## src/rtl/lp_csr_gen_if.sv

```systemverilog
// Device-side bus of lp_csr_gen: UBA write/strobe inputs, device status,
// and the command/control/readback outputs toward the device core.
interface lp_csr_gen_if #(
  parameter int NERR  = 6,
  parameter int NEDGE = 2,
  parameter int MODEW = 2
);
  logic             devRESET;
  logic             devLOBYTE;
  logic             devHIBYTE;
  logic [35:0]      devDATAI;
  logic             csrWRITE;
  logic             errWRITE;
  logic [NERR-1:0]  lvlERR;
  logic [NEDGE-1:0] edgeSTAT;
  logic             stsDONE;
  logic             stsGO;
  logic             intACK;
  logic             cmdGO;
  logic             cmdINIT;
  logic             cmdECLR;
  logic             ctlIE;
  logic [MODEW-1:0] ctlMODE;
  logic             ctlPAR;
  logic             intREQ;
  logic [15:0]      regCSR;
  logic [15:0]      regERR;

  modport master (
    output devRESET, devLOBYTE, devHIBYTE, devDATAI, csrWRITE, errWRITE,
    output lvlERR, edgeSTAT, stsDONE, stsGO, intACK,
    input  cmdGO, cmdINIT, cmdECLR, ctlIE, ctlMODE, ctlPAR, intREQ, regCSR, regERR
  );

  modport slave (
    input  devRESET, devLOBYTE, devHIBYTE, devDATAI, csrWRITE, errWRITE,
    input  lvlERR, edgeSTAT, stsDONE, stsGO, intACK,
    output cmdGO, cmdINIT, cmdECLR, ctlIE, ctlMODE, ctlPAR, intREQ, regCSR, regERR
  );
endinterface

```

## src/rtl/lp_csr_gen.sv

```systemverilog
// Generic Unibus device CSR: control bits, command pulses, sticky W1C error
// register with first-error capture, and a single-level interrupt request FSM.
module lp_csr_gen #(
  parameter int NERR  = 6,
  parameter int NEDGE = 2,
  parameter int MODEW = 2
) (
  input logic         clk,
  input logic         rst,
  lp_csr_gen_if.slave bus
);
  localparam int NTOT = NERR + NEDGE;

  typedef enum logic [0:0] {IDLE = 1'b0, PEND = 1'b1} irq_state_e;

  function automatic logic [3:0] lowest_idx(input logic [NTOT-1:0] v);
    logic [3:0] idx;
    idx = 4'd0;
    for (int i = NTOT - 1; i >= 0; i--) begin
      if (v[i]) idx = 4'(i);
    end
    return idx;
  endfunction

  logic [15:0]      data_s;
  logic             cmd_init_s, cmd_eclr_s, cmd_go_s, csr_lo_wr_s;
  logic             ie_q, ie_d, par_q, par_d;
  logic [MODEW-1:0] mode_q, mode_d;
  logic [1:0]       mode_ext_s;
  logic [NEDGE-1:0] hist_q, hist_d;
  logic [NTOT-1:0]  src_s, e_q, e_d;
  logic [15:0]      clr_s, reg_err_s;
  logic [3:0]       first_q, first_d;
  logic             firstv_q, firstv_d;
  logic             done_prev_q, done_prev_d, err_prev_q, err_prev_d;
  logic             err_s, done_rose_s, err_rose_s, int_req_s;
  irq_state_e       state_q, state_d;
  logic             unused_s;

  assign data_s   = bus.devDATAI[15:0];
  assign unused_s = ^bus.devDATAI[35:16];

  // Command pulses; INIT implies error clear.
  always_comb begin
    csr_lo_wr_s = bus.csrWRITE & bus.devLOBYTE;
    cmd_init_s  = bus.devRESET | (bus.csrWRITE & bus.devHIBYTE & data_s[8]);
    cmd_eclr_s  = cmd_init_s | (csr_lo_wr_s & data_s[2]);
    cmd_go_s    = csr_lo_wr_s & data_s[0];
  end

  // Control bits: INIT wins over a simultaneous low-byte write.
  always_comb begin
    ie_d   = ie_q;
    mode_d = mode_q;
    par_d  = par_q;
    if (cmd_init_s) begin
      ie_d   = 1'b0;
      mode_d = '0;
      par_d  = 1'b0;
    end else if (csr_lo_wr_s) begin
      ie_d   = data_s[6];
      mode_d = data_s[4 +: MODEW];
      par_d  = data_s[3];
    end else begin
      ie_d   = ie_q;
    end
  end

  // Sticky error bits: an active source beats any clear in the same cycle.
  always_comb begin
    hist_d = bus.edgeSTAT;
    src_s  = {~bus.edgeSTAT & hist_q, bus.lvlERR};
    clr_s  = {{8{bus.devHIBYTE}}, {8{bus.devLOBYTE}}} & data_s & {16{bus.errWRITE}};
    if (cmd_eclr_s) begin
      e_d = src_s;
    end else begin
      e_d = src_s | (e_q & ~clr_s[NTOT-1:0]);
    end
    err_s = |e_q;
  end

  // First-error capture, armed only while the error register is empty.
  always_comb begin
    first_d  = first_q;
    firstv_d = firstv_q;
    if ((e_q == '0) && (src_s != '0)) begin
      first_d  = lowest_idx(src_s);
      firstv_d = 1'b1;
    end else if (e_d == '0) begin
      firstv_d = 1'b0;
    end else begin
      firstv_d = firstv_q;
    end
  end

  // Interrupt FSM; ie_d already folds in INIT and same-cycle IE writes.
  always_comb begin
    done_prev_d = bus.stsDONE;
    err_prev_d  = err_s;
    done_rose_s = bus.stsDONE & ~done_prev_q;
    err_rose_s  = err_s & ~err_prev_q;
    state_d     = state_q;
    case (state_q)
      IDLE: begin
        if (ie_d & (done_rose_s | err_rose_s | (~ie_q & (bus.stsDONE | err_s)))) begin
          state_d = PEND;
        end else begin
          state_d = IDLE;
        end
      end
      PEND: begin
        if (bus.intACK | ~ie_d) begin
          state_d = IDLE;
        end else begin
          state_d = PEND;
        end
      end
      default: state_d = IDLE;
    endcase
  end

  // State registers.
  always_ff @(posedge clk or posedge rst) begin
    if (rst) begin
      ie_q        <= 1'b0;
      mode_q      <= '0;
      par_q       <= 1'b0;
      hist_q      <= '0;
      e_q         <= '0;
      first_q     <= 4'd0;
      firstv_q    <= 1'b0;
      done_prev_q <= 1'b0;
      err_prev_q  <= 1'b0;
      state_q     <= IDLE;
    end else begin
      ie_q        <= ie_d;
      mode_q      <= mode_d;
      par_q       <= par_d;
      hist_q      <= hist_d;
      e_q         <= e_d;
      first_q     <= first_d;
      firstv_q    <= firstv_d;
      done_prev_q <= done_prev_d;
      err_prev_q  <= err_prev_d;
      state_q     <= state_d;
    end
  end

  // Readback formatting.
  always_comb begin
    int_req_s             = (state_q == PEND);
    mode_ext_s            = 2'b00;
    mode_ext_s[MODEW-1:0] = mode_q;
    reg_err_s             = 16'h0000;
    reg_err_s[NTOT-1:0]   = e_q;
  end

  assign bus.cmdGO   = cmd_go_s;
  assign bus.cmdINIT = cmd_init_s;
  assign bus.cmdECLR = cmd_eclr_s;
  assign bus.ctlIE   = ie_q;
  assign bus.ctlMODE = mode_q;
  assign bus.ctlPAR  = par_q;
  assign bus.intREQ  = int_req_s;
  assign bus.regERR  = reg_err_s;
  assign bus.regCSR  = {err_s, firstv_q, first_q, 1'b0, cmd_init_s, bus.stsDONE,
                        ie_q, mode_ext_s, par_q, cmd_eclr_s, int_req_s, bus.stsGO};
endmodule

```

## src/flat_wrapper.sv

```systemverilog
// flat-port wrapper written by rule: the top's interface ports become plain ports
module lp_csr_gen_flat 
#(
  parameter int NERR  = 6,
  parameter int NEDGE = 2,
  parameter int MODEW = 2
)
  (clk, rst, bus_devRESET, bus_devLOBYTE, bus_devHIBYTE, bus_devDATAI, bus_csrWRITE, bus_errWRITE, bus_lvlERR, bus_edgeSTAT, bus_stsDONE, bus_stsGO, bus_intACK, bus_cmdGO, bus_cmdINIT, bus_cmdECLR, bus_ctlIE, bus_ctlMODE, bus_ctlPAR, bus_intREQ, bus_regCSR, bus_regERR);
  lp_csr_gen_if #(.NERR(NERR), .NEDGE(NEDGE), .MODEW(MODEW)) bus_i ();
  input logic clk;
  input logic rst;
  input wire logic [$bits(bus_i.devRESET)-1:0] bus_devRESET;
  input wire logic [$bits(bus_i.devLOBYTE)-1:0] bus_devLOBYTE;
  input wire logic [$bits(bus_i.devHIBYTE)-1:0] bus_devHIBYTE;
  input wire logic [$bits(bus_i.devDATAI)-1:0] bus_devDATAI;
  input wire logic [$bits(bus_i.csrWRITE)-1:0] bus_csrWRITE;
  input wire logic [$bits(bus_i.errWRITE)-1:0] bus_errWRITE;
  input wire logic [$bits(bus_i.lvlERR)-1:0] bus_lvlERR;
  input wire logic [$bits(bus_i.edgeSTAT)-1:0] bus_edgeSTAT;
  input wire logic [$bits(bus_i.stsDONE)-1:0] bus_stsDONE;
  input wire logic [$bits(bus_i.stsGO)-1:0] bus_stsGO;
  input wire logic [$bits(bus_i.intACK)-1:0] bus_intACK;
  output wire logic [$bits(bus_i.cmdGO)-1:0] bus_cmdGO;
  output wire logic [$bits(bus_i.cmdINIT)-1:0] bus_cmdINIT;
  output wire logic [$bits(bus_i.cmdECLR)-1:0] bus_cmdECLR;
  output wire logic [$bits(bus_i.ctlIE)-1:0] bus_ctlIE;
  output wire logic [$bits(bus_i.ctlMODE)-1:0] bus_ctlMODE;
  output wire logic [$bits(bus_i.ctlPAR)-1:0] bus_ctlPAR;
  output wire logic [$bits(bus_i.intREQ)-1:0] bus_intREQ;
  output wire logic [$bits(bus_i.regCSR)-1:0] bus_regCSR;
  output wire logic [$bits(bus_i.regERR)-1:0] bus_regERR;
  assign bus_i.devRESET = bus_devRESET;
  assign bus_i.devLOBYTE = bus_devLOBYTE;
  assign bus_i.devHIBYTE = bus_devHIBYTE;
  assign bus_i.devDATAI = bus_devDATAI;
  assign bus_i.csrWRITE = bus_csrWRITE;
  assign bus_i.errWRITE = bus_errWRITE;
  assign bus_i.lvlERR = bus_lvlERR;
  assign bus_i.edgeSTAT = bus_edgeSTAT;
  assign bus_i.stsDONE = bus_stsDONE;
  assign bus_i.stsGO = bus_stsGO;
  assign bus_i.intACK = bus_intACK;
  assign bus_cmdGO = bus_i.cmdGO;
  assign bus_cmdINIT = bus_i.cmdINIT;
  assign bus_cmdECLR = bus_i.cmdECLR;
  assign bus_ctlIE = bus_i.ctlIE;
  assign bus_ctlMODE = bus_i.ctlMODE;
  assign bus_ctlPAR = bus_i.ctlPAR;
  assign bus_intREQ = bus_i.intREQ;
  assign bus_regCSR = bus_i.regCSR;
  assign bus_regERR = bus_i.regERR;
  lp_csr_gen #(.NERR(NERR), .NEDGE(NEDGE), .MODEW(MODEW)) u_core (.clk(clk), .rst(rst), .bus(bus_i));
endmodule
```

## config.mk

```make
export PLATFORM = sky130hd
export DESIGN_NAME = lp_csr_gen_flat
export DESIGN_NICKNAME = d
export VERILOG_FILES = /design/src/rtl/lp_csr_gen_if.sv /design/src/rtl/lp_csr_gen.sv /design/src/flat_wrapper.sv
export SDC_FILE = /design/constraint.sdc
export NUM_CORES = 1
export LEC_CHECK = 0
export BUFFER_PORTS_ARGS = -buffer_cell sky130_fd_sc_hd__buf_4
export CAP_MARGIN = 25
export CELL_PAD_IN_SITES_DETAIL_PLACEMENT = 0
export CELL_PAD_IN_SITES_GLOBAL_PLACEMENT = 1
export CORE_ASPECT_RATIO = 0.6
export CORE_MARGIN = 2
export CORE_UTILIZATION = 28
export CTS_BUF_LIST = sky130_fd_sc_hd__clkbuf_16
export CTS_CLUSTER_SIZE = 10
export DETAILED_ROUTE_END_ITERATION = 7
export GPL_ROUTABILITY_DRIVEN = 0
export PLACE_DENSITY_LB_ADDON = 0.08
export SLEW_MARGIN = 20
export SYNTH_ARGS = -nofsm -noshare
export SYNTH_HDL_FRONTEND = slang
export SYNTH_SLANG_ARGS = --single-unit
```

## constraint.sdc

```tcl
create_clock -name clk -period 3.3 [get_ports clk]
set_input_delay 0.66 -clock clk [delete_from_list [all_inputs] [get_ports clk]]
set_output_delay 0.66 -clock clk [all_outputs]
set_load 0.005 [all_outputs]
```

After elaboration in Yosys (flattened, before gate mapping) --
Index checks and enable logic that the tools add are counted.
Operators by class: bitwise logic cells 27, reduce and logical (&&, ||, !) cells 7, multiplexer cells 20
Operators with widths (number):
- $and A8 B8 Y8 | 3
- $mux W3 | 8
- $logic_not A8 Y1 | 2
- $and A1 B1 Y1 | 9
- $mux W1 | 8
- $mux W8 | 1
- $not A8 Y8 | 1
- $or A8 B8 Y8 | 1
- $reduce_bool A8 Y1 | 1
- $reduce_or A8 Y1 | 1
- $or A1 B1 Y1 | 6
- $not A1 Y1 | 5
- $mux W2 | 2
- $reduce_bool A2 Y1 | 2
- $and A2 B2 Y2 | 1
- $not A2 Y2 | 1
- $pmux W1 S2 | 1
- $logic_and A1 B1 Y1 | 1
Storage, ports and cells: bits of input ports 54, logic and storage cells 64, register bits 22, output and inout port bits 40

Longest topological paths before layout --
depth after elaboration 10, gate-level depth with buffers 5, gate-level depth less buffers 4

Worst setup path after synthesis --
No wires, ideal clock.
path type input -> output, start point input bus_devDATAI[8], end point output bus_regCSR[2], buffers on the path 1, data required time 2640 ps, cell stages on the path 4, arrival 1367 ps, setup slack 1273 ps, path through a22o_1 -> a21oi_2 -> inv_2 -> buf_4
On the way: word-level cells in the longest chain between the ends 3
RTL lines:
- start: declaration | line flat_wrapper.sv:15 | input wire logic [$bits(bus_i.devDATAI)-1:0] bus_devDATAI;
- $and A1 B1 Y1 | line lp_csr_gen.sv:46 | cmd_init_s = bus.devRESET | (bus.csrWRITE & bus.devHIBYTE & data_s[8]);
- $or A1 B1 Y1 | line lp_csr_gen.sv:46
- $or A1 B1 Y1 | line lp_csr_gen.sv:47 | cmd_eclr_s = cmd_init_s | (csr_lo_wr_s & data_s[2]);
- end: declaration | line flat_wrapper.sv:30 | output wire logic [$bits(bus_i.regCSR)-1:0] bus_regCSR;
No other way between the ends.

Final worst setup path --
start point input bus_devLOBYTE, end point output bus_regCSR[2]
On the way: word-level cells in the longest chain between the ends 3
RTL lines:
- start: declaration | line flat_wrapper.sv:13 | input wire logic [$bits(bus_i.devLOBYTE)-1:0] bus_devLOBYTE;
- $and A1 B1 Y1 | line lp_csr_gen.sv:45 | csr_lo_wr_s = bus.csrWRITE & bus.devLOBYTE;
- $and A1 B1 Y1 | line lp_csr_gen.sv:47
- $or A1 B1 Y1 | line lp_csr_gen.sv:47
No other way between the ends.

==> impl_metrics.py <==
metrics = {
    "critical_path": {
        "cp-end-kind": "output port",
        "required_ps": 2640,
        "critical_path.max_fanout": 12,
        "crit_chain": "buf_4 > a22o_1 > a21oi_2 > buf_4 > inv_2 > buf_4",
        "startpoint_type": "input port",
        "r2r_cells": 4,
        "arrival_ps": 1530,
        "slowest_stage": "a22o_1",
        "critPathTopFamily": "buffers and inverters",
        "critPathBufInv": 4,
        "path_depth": 6,
        "critPathKind": "input port to output port",
        "cp_slowest_stage_delay_ps": 210,
        "path_common_cell": "buf_4",
    },
    "grt": {
        "grt_pass1_wl_um": 4490,
        "grt_pass1_vias": 933,
        "grt_max_degree": 22,
        "antenna_found_initial": 0,
        "gr-total-overflow": 0,
        "globalRouteTotalUtil_pct": 12.8,
    },
    "cells_and_area": {
        "synthToLayoutAreaGrowth_pct": 36.5,
        "drive_gt1_share_pct": 37.3,
        "diodes": 0,
        "utilization_pct": 39.1,
        "nNetsFinal": 221,
    },
    "place": {
        "io_buffers": 54,
        "place_hpwl_um": 2440,
        "dp_worst_setup_slack_ps": 1110,
    },
    "sta": {
        "setup_violations": 0,
        "fmax_ghz": 0.457,
        "fin_setup_tns_ps": 0,
        "slew_headroom_pct": 46.3,
        "hold_viol": 0,
        "period_share_pct": 66.3,
        "setup_slack_ps": 1110,
        "finalMaxSlewViolations": 0,
        "tightest_slew_ps": 805,
        "clock-skew-final_ps": 4.84,
        "fin_crit_ps": 2190,
        "rsz0062_at_grt": "false",
    },
    "drt": {
        "drc": 0,
        "wl_um": 2990,
        "vias": 1017,
        "wire_per_inst_um": 13.8,
        "drt_pass1_iterations": 4,
        "ant_nets": 0,
        "via_per_inst": 4.71,
        "first_iter_violations": 27,
    },
    "logic_synthesis": {
        "synth-main-ff-cell": "dfrtp_1",
        "syn_area_um2": 1160,
        "ys_seq_elements": 21,
        "yosysSeqAreaShare_pct": 45.5,
        "synthTopCellsByCount": "21 x buf_4, 21 x dfrtp_1, 16 x nand2_1, 9 x nand3_1, 6 x a31o_1",
        "synth_top_area_cell": "dfrtp_1",
        "syn_avg_cell_area_um2": 9.55,
        "yosys.area.top_type_share_pct": 45.5,
        "ys_async_sr_fraction_pct": 100,
        "yosys_warnings": 0,
        "syn_inst": 121,
        "synth_edf_count": 0,
        "synth.distinct_cells": 33,
        "synth.area.top_cells": "dfrtp_1 45%, buf_4 14%, nand2_1 5.2%, a31o_1 4.5%, nand3_1 3.9%",
    },
    "clock_tree": {
        "clock_sinks": 21,
        "cts_tree": "done",
        "cts_root_buffer": "clkbuf_16",
        "postCtsSetupBuffers": 0,
        "cts_hold_buf": 0,
        "h-tree-depth": 1,
        "clk_latency_ps": 250,
        "cts.repair.resized": 0,
        "numCtsBuffers": 3,
        "clk_pin_slew_ps": 50,
        "cts_buffer_depth": 2,
    },
    "power": {
        "vdd_drop_max_uv": 173,
        "p_leak_nw": 0.767,
        "pwr_density_cell_nw_per_um2": 411,
    },
    "die": {
        "fp.dieArea_um2": 4680,
        "start_util_pct": 28.7,
        "core_um2": 4030,
        "io_pins": 94,
        "chipWidth_um": 87.0,
        "die_h_um": 53.8,
        "num_rows": 18,
    },
    "worst_hold_path": {
        "hold_path.class": "flip-flop to flip-flop",
        "hold_depth": 1,
    },
    "job": {
        "cap_violations": 0,
    },
    "status": {
        "outcome": "completed",
    },
}
worst register-to-register path, cell delays in order, from the launching register on:
cell and delay [ps]:
dfrtp_1 420, nor4_2 420, nand2_1 220, a221o_1 340
and3_1 160
path summary, 6_finish.rpt:
path	startpoint	slack, ps	endpoint
min in group asynchronous	rst	570	u_core.hist_q[1]$_DFF_PP0_
max in group asynchronous	rst	2230	u_core.firstv_q$_DFFE_PP0P_
worst min-delay path	u_core.first_q[2]$_DFFE_PP0P_	490	u_core.first_q[2]$_DFFE_PP0P_
worst max-delay path	bus_devLOBYTE	1110	bus_regCSR[2]
worst min register to register	u_core.first_q[2]$_DFFE_PP0P_	490	u_core.first_q[2]$_DFFE_PP0P_
worst max register to register	u_core.e_q[2]$_DFF_PP0_	1630	u_core.bus.intREQ$_DFF_PP0_
layer usage:
layer	track usage, %	wire length [um]
met3	4.45	190
met2	19.1	1200
met4	2.34	21
met1	18.1	1580
met5	0	0
cells by family (layout without fill, tap and decap cells):
family          count (synthesis)  after routing  synth area share (%)
compound gates                 26             26                  17.2
simple gates                   44             44                  19.4
buf+inv                        27             63                  15.7
mux                             2              2                  1.95
other cells                     1             10                 0.324
flops                          21             21                  45.5
area by class of cell:
cell class / instances / area (um2)
Inverter: 4 / 15.0
Multi-Input combinational cell: 82 / 483
Clock inverter: 1 / 3.75
Tap cell: 50 / 62.6
Sequential cell: 21 / 526
Timing Repair Buffer: 55 / 413
Clock buffer: 3 / 75.1
Fill cell: 426 / 2450
registers in the layout (all words and copies together), names as in the netlist, 2 cells and up:
name and cells:
u_core.bus.ctlMODE 2, u_core.first_q 3, u_core.e_q 8, u_core.hist_q 2
layout by cell type (no fill, tap or decap), types with 3 or more instances in the layout:
| cell | netlist | layout |
|---|---|---|
| buf_4 | 21 | 55 |
| dfrtp_1 | 21 | 21 |
| nand2_1 | 16 | 16 |
| conb_1 | 1 | 10 |
| nand3_1 | 9 | 9 |
| a31o_1 | 6 | 6 |
| nand2b_1 | 5 | 5 |
| inv_1 | 3 | 4 |
| a21oi_1 | 4 | 4 |
| nor4_1 | 3 | 3 |
| nor2_1 | 3 | 3 |
| a22o_1 | 3 | 3 |
| clkbuf_16 | 0 | 3 |
through the flow:
| step | instance area, um2 | power, mW | hold slack (ps) | std cells |
|---|---|---|---|---|
| 2_1_floorplan | 1190 | 0.350 | 484 | 130 |
| 3_3_place_gp | 1500 | 0.408 | 476 | 212 |
| 3_5_place_dp | 1500 | 0.408 | 482 | 212 |
| 4_1_cts | 1580 | 0.658 | 494 | 216 |
| 5_1_grt | 1580 | 0.680 | 504 | 216 |
| 6_report | 1580 | 0.648 | 493 | 216 |
power breakdown:
part	switching [mW]	internal, mW
registers	0.0141	0.273
clock network	0.0845	0.161
logic	0.0528	0.0632
Power figures use the tool's default switching activity.
